File: src/rtl/zombie_place_generator.sv
// Lane-dodging game engine: scrolls LFSR-chosen zombie lanes down three bands,
// moves the player lane from debounced-by-sync buttons, tracks lives/score/speed.
module zombie_place_generator #(
  parameter logic [7:0] STEP_TICKS = 8'd250,
  parameter logic [7:0] STEP_DEC   = 8'd25,
  parameter logic [7:0] STEP_MIN   = 8'd50,
  parameter logic [1:0] LIVES      = 2'd3,
  parameter logic [7:0] LFSR_SEED  = 8'hA5
) (
  input  logic       clk_div,
  input  logic       reset,
  input  logic       start,
  input  logic       btn_left,
  input  logic       btn_right,
  output logic [7:0] place,
  output logic       flag,
  output logic [7:0] score,
  output logic [1:0] lives,
  output logic       game_over
);

  typedef enum logic [1:0] {IDLE, CLEAR, PLAY, OVER} state_t;

  state_t     state, state_n;
  logic [2:0] start_sr, left_sr, right_sr;
  logic [7:0] lfsr;
  logic [7:0] interval, interval_n;
  logic [7:0] tick, tick_n;
  logic [7:0] place_n, score_n;
  logic [1:0] lives_n;
  logic       flag_n, game_over_n;

  logic       start_edge, left_edge, right_edge;
  logic [1:0] lane_moved;
  logic       step, hit;
  logic [7:0] score_inc;
  logic [8:0] interval_sub;
  logic [7:0] interval_dec;

  // Bits [1:0] form the 2-FF synchronizer; bit 2 delays the synced level for edge detection.
  always_ff @(posedge clk_div or negedge reset) begin
    if (!reset) begin
      start_sr <= 3'b000;
      left_sr  <= 3'b000;
      right_sr <= 3'b000;
      lfsr     <= LFSR_SEED;
    end else begin
      start_sr <= {start_sr[1:0], start};
      left_sr  <= {left_sr[1:0], btn_left};
      right_sr <= {right_sr[1:0], btn_right};
      lfsr     <= {lfsr[6:0], lfsr[7] ^ lfsr[5] ^ lfsr[4] ^ lfsr[3]};
    end
  end

  assign start_edge = start_sr[1] & ~start_sr[2];
  assign left_edge  = left_sr[1] & ~left_sr[2];
  assign right_edge = right_sr[1] & ~right_sr[2];

  always_comb begin
    lane_moved = place[1:0];
    if (left_edge && !right_edge && place[1:0] != 2'd0)
      lane_moved = place[1:0] - 2'd1;
    else if (right_edge && !left_edge && place[1:0] != 2'd3)
      lane_moved = place[1:0] + 2'd1;
  end

  assign step         = (tick == interval - 8'd1);
  assign hit          = (place[3:2] == lane_moved);
  assign score_inc    = (score == 8'hFF) ? score : score + 8'd1;
  // Nine bits so a wrap below zero shows up in the top bit before clamping.
  assign interval_sub = {1'b0, interval} - {1'b0, STEP_DEC};
  assign interval_dec = (interval_sub[8] || interval_sub[7:0] < STEP_MIN) ? STEP_MIN : interval_sub[7:0];

  always_comb begin
    state_n    = state;
    place_n    = place;
    score_n    = score;
    lives_n    = lives;
    interval_n = interval;
    tick_n     = tick;
    case (state)
      IDLE: if (start_edge) state_n = CLEAR;
      CLEAR: begin
        score_n    = 8'd0;
        lives_n    = LIVES;
        interval_n = STEP_TICKS;
        tick_n     = 8'd0;
        place_n    = {lfsr[1:0], lfsr[3:2], lfsr[5:4], 2'b01};
        state_n    = PLAY;
      end
      PLAY: begin
        if (start_edge) begin
          state_n = CLEAR;
        end else begin
          place_n[1:0] = lane_moved;
          if (step) begin
            tick_n       = 8'd0;
            place_n[7:2] = {lfsr[1:0], place[7:4]};
            if (hit) begin
              lives_n = lives - 2'd1;
              if (lives_n == 2'd0) state_n = OVER;
            end else begin
              score_n = score_inc;
              if (score_inc[2:0] == 3'd0 && score_inc != 8'hFF) interval_n = interval_dec;
            end
          end else begin
            tick_n = tick + 8'd1;
          end
        end
      end
      OVER: if (start_edge) state_n = CLEAR;
      default: state_n = IDLE;
    endcase
    flag_n      = (state_n != PLAY);
    game_over_n = (state_n == OVER);
  end

  always_ff @(posedge clk_div or negedge reset) begin
    if (!reset) begin
      state     <= IDLE;
      place     <= 8'h00;
      flag      <= 1'b1;
      score     <= 8'd0;
      lives     <= LIVES;
      game_over <= 1'b0;
      interval  <= STEP_TICKS;
      tick      <= 8'd0;
    end else begin
      state     <= state_n;
      place     <= place_n;
      flag      <= flag_n;
      score     <= score_n;
      lives     <= lives_n;
      game_over <= game_over_n;
      interval  <= interval_n;
      tick      <= tick_n;
    end
  end

endmodule

File: config.mk
export PLATFORM = sky130hd
export DESIGN_NAME = zombie_place_generator
export DESIGN_NICKNAME = d
export VERILOG_FILES = /design/src/rtl/zombie_place_generator.sv
export SDC_FILE = /design/constraint.sdc
export NUM_CORES = 1
export LEC_CHECK = 0
export ABC_AREA = 1
export CORE_MARGIN = 2
export CORE_UTILIZATION = 58
export DETAILED_ROUTE_END_ITERATION = 10
export PLACE_DENSITY_LB_ADDON = 0.2
export SYNTH_ARGS = -nofsm -noshare
export SYNTH_HDL_FRONTEND = slang
export SYNTH_SLANG_ARGS = --single-unit
File: constraint.sdc
create_clock -name clk_div -period 2.7 [get_ports clk_div]
set_input_delay 0.27 -clock clk_div [delete_from_list [all_inputs] [get_ports clk_div]]
set_output_delay 0.27 -clock clk_div [all_outputs]
set_load 0.05 [all_outputs]
; Word level (Yosys, flattened, before mapping)
; Cells that the tools add are included.
[totals]
mem_bits_ro = 0
ramBits = 0
word_cells = 93
ff_bits = 55
latch_bits = 0
memories = 0
output_inout_bits = 20
[classes]
eq_ne = 15
n_mux = 29
multipliers = 0
add_sub_neg = 7
n_reduce_logical = 19
order_cmp = 1
bitwise_logic = 9
shift = 0
n_div = 0
[ops]
columns = op, count
row1 = two-way mux 8 bit, 12
row2 = case mux 8 bit (2 select lines), 4
row3 = two-way mux 2 bit, 10
row4 = "adder 8 x 1 -> 8 bit, second input constant", 2
row5 = "!= test 2 bit, second input constant", 7
row6 = "subtractor 8 x 5 -> 9 bit, second input constant", 1
row7 = equality test 8 bit, 1
row8 = "equality test 8 bit, second input constant", 1
row9 = "< comparator 8 x 6 -> 1 bit, second input constant", 1
row10 = "!= test 8 bit, second input constant", 1
row11 = AND reduction 4 bit, 2
row12 = "subtractor 8 x 1 -> 8 bit, second input constant", 1
row13 = "equality test 2 bit, second input constant", 3
row14 = two-way mux 6 bit, 1
row15 = case mux 2 bit (3 select lines), 1
row16 = logical AND 1 bit, 5
row17 = AND reduction 5 bit, 1
row18 = zero test 2 bit, 2
row19 = case mux 2 bit (2 select lines), 1
row20 = nonzero test 2 bit, 2
row21 = "subtractor 2 x 1 -> 2 bit, second input constant", 2
row22 = bitwise AND 1 bit, 3
row23 = zero test 3 bit, 1
row24 = inverter 1 bit, 3
row25 = 9 further kinds, 12

; Depth between registers and ports, before layout
; Gate-level depths: netlist of the first run.
[depth]
depth_word = 13
depth_mapped = 16
mapped_depth_nobuf = 16

; Worst setup path before layout of the first run
; OpenSTA, ideal clock, no wires.
[synth_timing]
path_type = flip-flop to flip-flop
startpoint = register score[1]
endpoint = register interval[2]
n_path_buf = 0
stages_incl_launch_ff = 11
slack_ps = 479
period_less_slack_ps = 2221
t_arrival_ps = 2104
setup_ps = 117
path_cell_list = dfrtp_1 > ha_1 > nand3_1 > nor2_1 > nand3_1 > clkinv_1 > a21oi_1 > nor3_4 > nand2_2 > nand2_1 > nand2_1
[synth_via]
elab_chain_cells = 6
elab_cells_between_ends = 8
[synth_rtl]
columns = item, line
row1 = start: declaration, 17  ; output logic [7:0] score,
row2 = start signal: assignment, 132  ; score <= score_n;
row3 = adder 8 x 1 -> 8 bit / equality test 8 bit (equally long branches), 69  ; assign score_inc = (score == 8'hFF) ? score : score + 8'd1;
row4 = two-way mux 8 bit (*), 69
row5 = != test 8 bit / zero test 3 bit (equally long branches), 104  ; if (score_inc[2:0] == 3'd0 && score_inc != 8'hFF) interval_n = interval_dec;
row6 = logical AND 1 bit (*), 104
row7 = != test 2 bit (no line) (*), -
row8 = AND reduction 5 bit (no line) (*), -
row9 = end signal: assignment, 135  ; interval <= interval_n;
row10 = end: declaration, 27  ; logic [7:0] interval, interval_n;
; Mark *: on every way between the ends. The rest lies on a longest branch, timed or not.
; A chain may end at the register's enable or synchronous reset.

; Final worst setup path of the first run
[layout_timing]
startpoint = register interval[1]
endpoint = register score[0]
[layout_via]
elab_chain_cells = 4
[layout_rtl]
columns = item, line
row1 = subtractor 8 x 1 -> 8 bit, 67  ; assign step = (tick == interval - 8'd1);
row2 = equality test 8 bit, 67
row3 = != test 2 bit (no line), -
row4 = AND reduction 4 bit (no line), -
; No other way between the ends.

==> results.ini, run 1 <==
[routing]
wl_met1_mm=2.820
firstDrtPassIters=4
drc=0
vias=2491
initialDrtViolationCount=136
maxUsedRoutingLayer=met4
drt.antenna.violating_nets=0
met3_length_um=212
finalWirelength_mm=5.939
routedWlPerCell_um=12.45
dr_wl_met2_mm=2.841
vias_per_cell=5.222

[cells_and_area]
drive_above_1_share_pct=10.81
area_growth_pct=15.54
final_cell_mix=94 x nand2_1, 44 x inv_1, 42 x dfrtp_1
layout.nets=420
multi_input_area_um2=1400
ff_latch_area_um2=1393
utilization_pct=68.83
nFillCells=404
fin_area_um2=3471
antennaDiodeCount=0
layout_commonest_cell=nand2_1

[timing]
slew_headroom_pct=44.69
finalCriticalPeriod_ns=2.423
max_clock_freq_ghz=0.4128
finalSetupViolCount=0
skew_ns=0.007587
rsz0062_at_grt=no
hold_viol=0
period_share_pct=89.73
final.setup.tns_ns=0
holdWs_ns=0.04309
drv_slew=0
tightestPinTransition_ns=0.8297

[power_and_ir_drop]
power.switching_w=0.001805
intPower_w=0.002028
leakage_nw=1.674
p_total_w=0.003834
clkPwrFrac_pct=15.0
swShare_pct=47.09
comb_power_share_pct=52.6
irDropWorstVdd_uv=615.1
seq_power_share_pct=32.5
power_density_nw_per_um2=1105

[synthesis]
yosys_warnings=0
ys_seq_area_share_pct=46.36
ys_seq_elements=55
synth_cell_types=37
syn_avg_cell_area_um2=8.054
netlist_instances=373
synth_top_area_share_pct=34.99
syn-cell-area_um2=3004
synth_top_cells_by_area=dfrtp_1 35%, nand2_1 12%, dfstp_2 11%, nand3_1 6.8%, inv_1 5.5%
synthesis.nets=387
yosys.area.top_type=dfrtp_1

[setup_path]
critPathArrivalTime_ns=2.66
cp-end-kind=register
crit_top_cell=nand2_1
r2r_cells=16
slowest_stage=dfstp_2
crit_family=simple AND/OR/NAND/NOR gates
slowest_delay_ns=0.58
crit_type=register to register
worst-path-buf-inv=3
crit_path_max_fanout=15
r2r_start=interval[1]$_DFFE_PN1P_
rr_endpoint=score[0]$_DFFE_PN0P_
rrSetupSlack_ns=0.28
crit_chain=inv_1, ha_1, inv_1, nand2_1, nand3_1, nand2_1, nor2_1, nand3_1, nor2_2, nand2_2, nand2_4, nand2_4, nor2_8, buf_4, nand2_1, o21ai_1
critical_path_required_ns=2.94
start_kind=register

[min_path]
hold_path.class=primary input to asynchronous set/reset pin

[run_status]
outcome=finished clean

[clocking]
htreeDepth=2
numCtsBuffers=5
cts_buffer_depth=2
clock_latency_ns=0.31
clkTransAtPathRegs_ns=0.11
cts_hold_buf=0
cts_tree=yes
cts_root_buffer=clkbuf_8
clock_sinks=55

[place]
placed_area_um2=3311
gp_congestion=0.8682
portBuffers=24
place_hpwl_mm=4.305

[global_routing]
grt_pass1_wl_mm=10.38
gr-total-overflow=0
grt_pass1_vias=2375
grt_max_degree=39
grt_use_total_pct=21.72
antenna_found_initial=0

[floorplan]
dieArea_um2=5771
num_rows=26
die_h_um=75.97
core-area_um2=5042
ios=25
dieWidth_um=75.97
initial_core_util_pct=59.58

[flow_run]
maxCapViolCount=0

## cell usage after synthesis
master	count
clkinv_1	1
o211a_1	2
nand2_1	94
o21bai_1	3
nor2_2	3
ha_1	9
xnor2_1	5
buf_4	1
nor2_8	1
nor3_4	1
clkbuf_1	2
nand2_2	2
nor2_4	1
inv_1	44
buf_2	1
a32o_1	1
dfrtp_1	42
o21ai_0	14
o31ai_1	4
o21ai_1	6
inv_2	2
a211oi_1	1
nand2_4	2
nand3b_1	3
xor2_1	8
a22oi_1	1
nor2_1	34
nand3_1	41
a31oi_1	1
a21oi_1	12
buf_1	1
nand4_1	7
or2_2	1
buf_6	2
nor3_1	6
dfstp_2	13
o2111ai_1	1
## power groups by stage
stage          combinational, W  clock, W  sequential (W)
3_3_place_gp            0.00187         0         0.00126
6_report                0.00202  0.000573         0.00124
3_5_place_dp            0.00190         0         0.00126
5_1_grt                 0.00228  0.000616         0.00127
2_1_floorplan           0.00133         0         0.00142
4_1_cts                 0.00191  0.000581         0.00125
## cell type report
| cell class | instances | area share [%] |
|---|---|---|
| clock buffers | 5 | 1.983 |
| inverters | 47 | 5.083 |
| multi-input cells | 265 | 40.34 |
| repair buffers | 32 | 8.508 |
| clock inverters | 3 | 1.442 |
| flip-flops and latches | 55 | 40.12 |
| well taps | 70 | 2.523 |
## timing repair
item                                    in CTS  in global routing
setup buffers                                0                  4
endpoints found under the setup margin       0                  4
gates resized for setup                      0                  0
## logic make-up after synthesis
kind of cell               Yosys count  share of synthesized area [%]
adders and majority gates            9                          3.749
DFF                                 55                          46.36
xor gates and xnor gates            13                          3.790
AOI/OAI and AO/OA                   46                          9.080
and+or+nand+nor                    196                          29.61
buffers and inverters               54                          7.413
## state kept, by name, indices dropped and copies added (netlist names)
register and count:
flag 1, left_sr 3, place 8, start_sr 3, state 2, lfsr 8, interval 8, tick 8
score 8, lives 2, right_sr 3, game_over 1
## through the flow
stage	instances	setup WS, ns
global route	477	0.02340
detailed placement	464	0.2757
floorplan	373	0.4793
global placement	464	0.3859
CTS	472	0.2493
finish	477	0.2772
## per-layer routing
| metal | track usage [%] | vias to the layer above |
|---|---|---|
| met2 | 35.36 | 41 |
| met5 | 0 | - |
| met1 | 29.57 | 1167 |
| met4 | 8.364 | 0 |
| li1 | - | 1277 |
| met3 | 3.436 | 6 |
## how the worst max path moves through the flow
stage | cells after the start | from | end
after floorplan | 10 | score[1]$_DFFE_PN0P_ | interval[2]$_DFFE_PN0P_
after global placement | 14 | interval[1]$_DFFE_PN1P_ | interval[0]$_DFFE_PN0P_
after detailed placement | 16 | interval[1]$_DFFE_PN1P_ | score[0]$_DFFE_PN0P_
after CTS | 16 | interval[1]$_DFFE_PN1P_ | score[0]$_DFFE_PN0P_
after global routing | 16 | interval[1]$_DFFE_PN1P_ | score[0]$_DFFE_PN0P_
final | 16 | interval[1]$_DFFE_PN1P_ | score[0]$_DFFE_PN0P_
Note: power is estimated with default switching activity, not from simulation.
==> run 2, diff against run 1 <==
- PLACE_DENSITY: default -> 0.81
- PLACE_DENSITY_LB_ADDON: 0.2 -> default
==> run 2 against run 1 <==
Critical path depth unchanged. Register-to-register slack about the same. Die area unchanged. Hold slack improved by 0.024 ns. Core utilization decreased by 1.6 points. Clock power decreased by 21%. First-iteration DRC count increased by 31%. Maximum frequency decreased by 0.37%. Non-clock buffer count decreased by 5. Largest power group unchanged.
==> results.ini, run 2 (synthesis results as in run 1) <==
[floorplan]
initial_core_util_pct=59.58
ios=25
num_rows=26
core-area_um2=5042
dieArea_um2=5771
dieWidth_um=75.97
die_h_um=75.97

[setup_path]
rrSetupSlack_ns=0.27
cp-end-kind=register
crit_path_max_fanout=14
r2r_start=interval[1]$_DFFE_PN1P_
rr_endpoint=score[2]$_DFFE_PN0P_
crit_top_cell=nand2_1
slowest_delay_ns=0.58
worst-path-buf-inv=3
crit_family=simple AND/OR/NAND/NOR gates
crit_type=register to register
r2r_cells=16
critical_path_required_ns=2.93
slowest_stage=dfstp_2
crit_chain=inv_1, ha_1, inv_1, nand2_1, nand3_1, nand2_1, nor2_1, nand3_1, nor2_2, nand2_2, nand2_4, nand2_4, nor2_8, buf_4, nand2_1, o21ai_1
critPathArrivalTime_ns=2.66
start_kind=register

[clocking]
clkTransAtPathRegs_ns=0.10
cts_hold_buf=0
post-cts-setup-buffer-count=0
cts_buffer_depth=2
numCtsBuffers=5
clock_sinks=55
cts_root_buffer=clkbuf_8
cts_tree=yes
cts_resized=0
htreeDepth=2
clock_latency_ns=0.31

[routing]
routedWlPerCell_um=12.55
vias=2490
initialDrtViolationCount=178
firstDrtPassIters=4
drc=0
finalWirelength_mm=5.909
vias_per_cell=5.287
drt.antenna.violating_nets=0

[global_routing]
grt_use_total_pct=21.69
grt_pass1_vias=2415
gr-total-overflow=0
grt_max_degree=56
antenna_found_initial=0
grt_pass1_wl_mm=10.34

[timing]
max_clock_freq_ghz=0.4112
finalCriticalPeriod_ns=2.432
skew_ns=0.01612
final.setup.tns_ns=0
drv_slew=0
period_share_pct=90.06
finalSetupViolCount=0
slew_headroom_pct=55.04
rsz0062_at_grt=no
hold_viol=0
tightestPinTransition_ns=0.6744

[place]
place_hpwl_mm=4.392
portBuffers=24
gp_congestion=0.8236
placed_area_um2=3303

[min_path]
hold_path.class=primary input to asynchronous set/reset pin

[power_and_ir_drop]
leakage_nw=1.628
irDropWorstVdd_uv=710.2
power_density_nw_per_um2=1070

[cells_and_area]
antennaDiodeCount=0
drive_above_1_share_pct=9.227
layout_commonest_cell=nand2_1
fin_area_um2=3392
utilization_pct=67.27
layout.nets=414
final_cell_mix=94 x nand2_1, 44 x inv_1, 42 x dfrtp_1
nFillCells=412
area_growth_pct=12.91

[flow_run]
maxCapViolCount=0

[run_status]
outcome=finished clean

==> run 2: cell types whose count changed in the layout (fill, tap and decap cells not counted) <==
cell	previous run	this run
nor2_4	2	1
clkbuf_1	0	1
bufinv_16	1	0
clkinvlp_4	0	1
buf_4	8	3
inv_8	1	0
==> run 2: worst max path at each step <==
stage	end	start	cells after the start	slack, ns
floorplan	interval[2]$_DFFE_PN0P_	score[1]$_DFFE_PN0P_	10	0.48
global placement	score[3]$_DFFE_PN0P_	interval[1]$_DFFE_PN1P_	15	0.42
detailed placement	score[2]$_DFFE_PN0P_	interval[1]$_DFFE_PN1P_	16	0.32
CTS	score[2]$_DFFE_PN0P_	interval[1]$_DFFE_PN1P_	16	0.29
global route	score[0]$_DFFE_PN0P_	interval[1]$_DFFE_PN1P_	16	0.05
finish	score[2]$_DFFE_PN0P_	interval[1]$_DFFE_PN1P_	16	0.27
==> run 2: through the flow <==
step / instances / hold slack, ns / setup slack [ns] / total power, W
5_1_grt: 471 / 0.1353 / 0.04959 / 0.003947
3_3_place_gp: 463 / 0.3330 / 0.4166 / 0.003125
4_1_cts: 471 / 0.09219 / 0.2894 / 0.003638
2_1_floorplan: 373 / -0.02559 / 0.4793 / 0.002749
3_5_place_dp: 463 / 0.3347 / 0.3227 / 0.003175
6_report: 471 / 0.06690 / 0.2683 / 0.003629
==> run 2: area by class of cell <==
class	instances	area, µm²	share of cell area [%]
Clock buffer	6	72.57	2.139
Clock inverter	2	16.27	0.4795
Inverter	47	176.4	5.201
Multi-Input combinational cell	264	1389	40.94
Sequential cell	55	1393	41.06
Tap cell	70	87.58	2.582
Timing Repair Buffer	27	257.7	7.599
==> run 2: per-layer routing <==
metal,share of wire (%),GRT usage (%),wire [µm],vias up
met2,49,36.88,2907,44
li1,-,-,-,1257
met4,1.6,7.273,97,0
met3,3.1,3.673,182,11
met1,46,28.46,2722,1178
met5,0,0,0,-
==> run 2: worst register-to-register path: cells and delay by family (launching register included) <==
family | cells | cell delay (ns)
compound gates | 1 | 0.08
fa+ha+maj | 1 | 0.23
buf+inv | 3 | 0.37
flops | 1 | 0.58
simple gates | 11 | 1.12
==> run 2: where the power goes <==
part / leakage [nW] / switching (W) / internal, W
combinational: 0.897 / 0.00130 / 0.000634
clock: 0.0418 / 0.000266 / 0.000187
sequential: 0.690 / 0.000198 / 0.00104
total: 1.63 / 0.00176 / 0.00186
==> run 3, diff against run 2 <==
==> constraint.sdc (replaced) <==
create_clock -name clk_div -period 2.7 [get_ports clk_div]
set_input_delay 0.54 -clock clk_div [delete_from_list [all_inputs] [get_ports clk_div]]
set_output_delay 0.54 -clock clk_div [all_outputs]
set_load 0.05 [all_outputs]
==> run 3 against run 2 <==
Total power decreased by 0.36%. Register-to-register slack improved by 0.04 ns. Sequential power is essentially flat. Maximum frequency grew 1.8%. Critical endpoint is now interval[2]$_DFFE_PN0P_. Largest cell class unchanged.
==> results.ini, run 3 (synthesis results as in run 1) <==
[run_status]
outcome=finished clean

[cells_and_area]
final_cell_mix=94 x nand2_1, 44 x inv_1, 42 x dfrtp_1
area_growth_pct=13.24
drive_above_1_share_pct=9.227
fin_area_um2=3402
antennaDiodeCount=0
layout_commonest_cell=nand2_1
layout.nets=414
nFillCells=432

[setup_path]
critPathArrivalTime_ns=2.58
worst-path-buf-inv=2
crit_path_max_fanout=15
critical_path_required_ns=2.89
slowest_delay_ns=0.57
cp-end-kind=register
slowest_stage=dfstp_2
crit_chain=inv_1, ha_1, inv_1, nand2_1, nand3_1, nand2_1, nor2_1, nand3_1, nor2_2, nand2_2, nand2_4, nand2_4, nor2_8, nand2_2, nand2_1, nand2_1
crit_family=simple AND/OR/NAND/NOR gates
crit_top_cell=nand2_1
start_kind=register
crit_type=register to register

[global_routing]
gr-total-overflow=0
grt_pass1_wl_mm=10.67
grt_max_degree=31
grt_use_total_pct=22.33
antenna_found_initial=0
grt_pass1_vias=2346

[timing]
hold_viol=0
rsz0062_at_grt=no
slew_headroom_pct=59.68
skew_ns=0.01082
finalCriticalPeriod_ns=2.390
period_share_pct=88.51
final.setup.tns_ns=0
tightestPinTransition_ns=0.6047
max_clock_freq_ghz=0.4185
drv_slew=0
finalSetupViolCount=0

[clocking]
cts_hold_buf=0
cts_root_buffer=clkbuf_8
cts_tree=yes
cts_buffer_depth=2
clock_sinks=55
post-cts-setup-buffer-count=0
htreeDepth=2
clkTransAtPathRegs_ns=0.10
clock_latency_ns=0.30
numCtsBuffers=5
cts_resized=0

[routing]
routedWlPerCell_um=12.42
vias=2504
drc=0
vias_per_cell=5.316
finalWirelength_mm=5.852
firstDrtPassIters=4
initialDrtViolationCount=151
drt.antenna.violating_nets=0

[floorplan]
num_rows=26
dieWidth_um=75.97
initial_core_util_pct=59.58
core-area_um2=5042
dieArea_um2=5771
die_h_um=75.97
ios=25

[min_path]
hold_path.class=primary input to asynchronous set/reset pin

[power_and_ir_drop]
swShare_pct=48.50
clkPwrFrac_pct=12.0
leakage_nw=1.636
power.switching_w=0.001754
comb_power_share_pct=53.6
p_total_w=0.003616
intPower_w=0.001862
seq_power_share_pct=34.4
irDropWorstVdd_uv=706.9
power_density_nw_per_um2=1063

[place]
place_hpwl_mm=4.426
portBuffers=24
placed_area_um2=3316
gp_congestion=0.8669

[flow_run]
maxCapViolCount=0

## run 3: cell count changes in the layout (fill, tap and decap cells not counted), sizes merged
cell	before	now
clkinv	1	3
clkinvlp	1	0
inv	47	46
## run 3: stage by stage
step                hold slack (ns)  worst slack, ns  util (%)  instances
floorplan                    0.2444           0.4793         -        373
global placement             0.3327           0.4159     65.76        463
detailed placement           0.3362           0.3331     65.76        463
CTS                          0.2486           0.3180     67.47        471
global route                 0.2718          0.06462     67.47        471
finish                       0.2318           0.3103     67.47        471
## run 3: power by group through the flow
stage	clock network (W)	logic, W	registers [W]
floorplan	0	0.00133	0.00142
global placement	0	0.00187	0.00125
detailed placement	0	0.00192	0.00126
CTS	0.000456	0.00193	0.00124
global route	0.000482	0.00219	0.00127
finish	0.000435	0.00194	0.00124
## run 3: cell type report
class / count / area (µm²) / area share (%)
Clock buffer: 6 / 72.57 / 2.133
Sequential cell: 55 / 1393 / 40.93
Tap cell: 70 / 87.58 / 2.574
Clock inverter: 2 / 13.76 / 0.4046
Inverter: 47 / 176.4 / 5.186
Multi-Input combinational cell: 264 / 1389 / 40.82
Timing Repair Buffer: 27 / 270.3 / 7.944
## run 3: final timing paths
check	startpoint	to	slack, ns	cells past startpoint
max	interval[1]$_DFFE_PN1P_	interval[2]$_DFFE_PN0P_	0.31	16
min	reset	left_sr[1]$_DFF_PN0_	0.23	1
max reg2reg	interval[1]$_DFFE_PN1P_	interval[2]$_DFFE_PN0P_	0.31	16
min reg2reg	start_sr[0]$_DFF_PN0_	start_sr[1]$_DFF_PN0_	0.35	0
max in group asynchronous	reset	flag$_DFF_PN1_	1.82	2
min in group clk_div	start_sr[0]$_DFF_PN0_	start_sr[1]$_DFF_PN0_	0.35	0
## run 3: layer usage
layer	global-route usage, %	vias up	part of all wire (%)	routed length (µm)
li1	-	1263	-	-
met1	30.92	1190	48	2825
met2	36.96	43	48	2804
met3	3.436	8	2.6	153
met4	6.364	0	1.2	68
met5	0	-	0	0
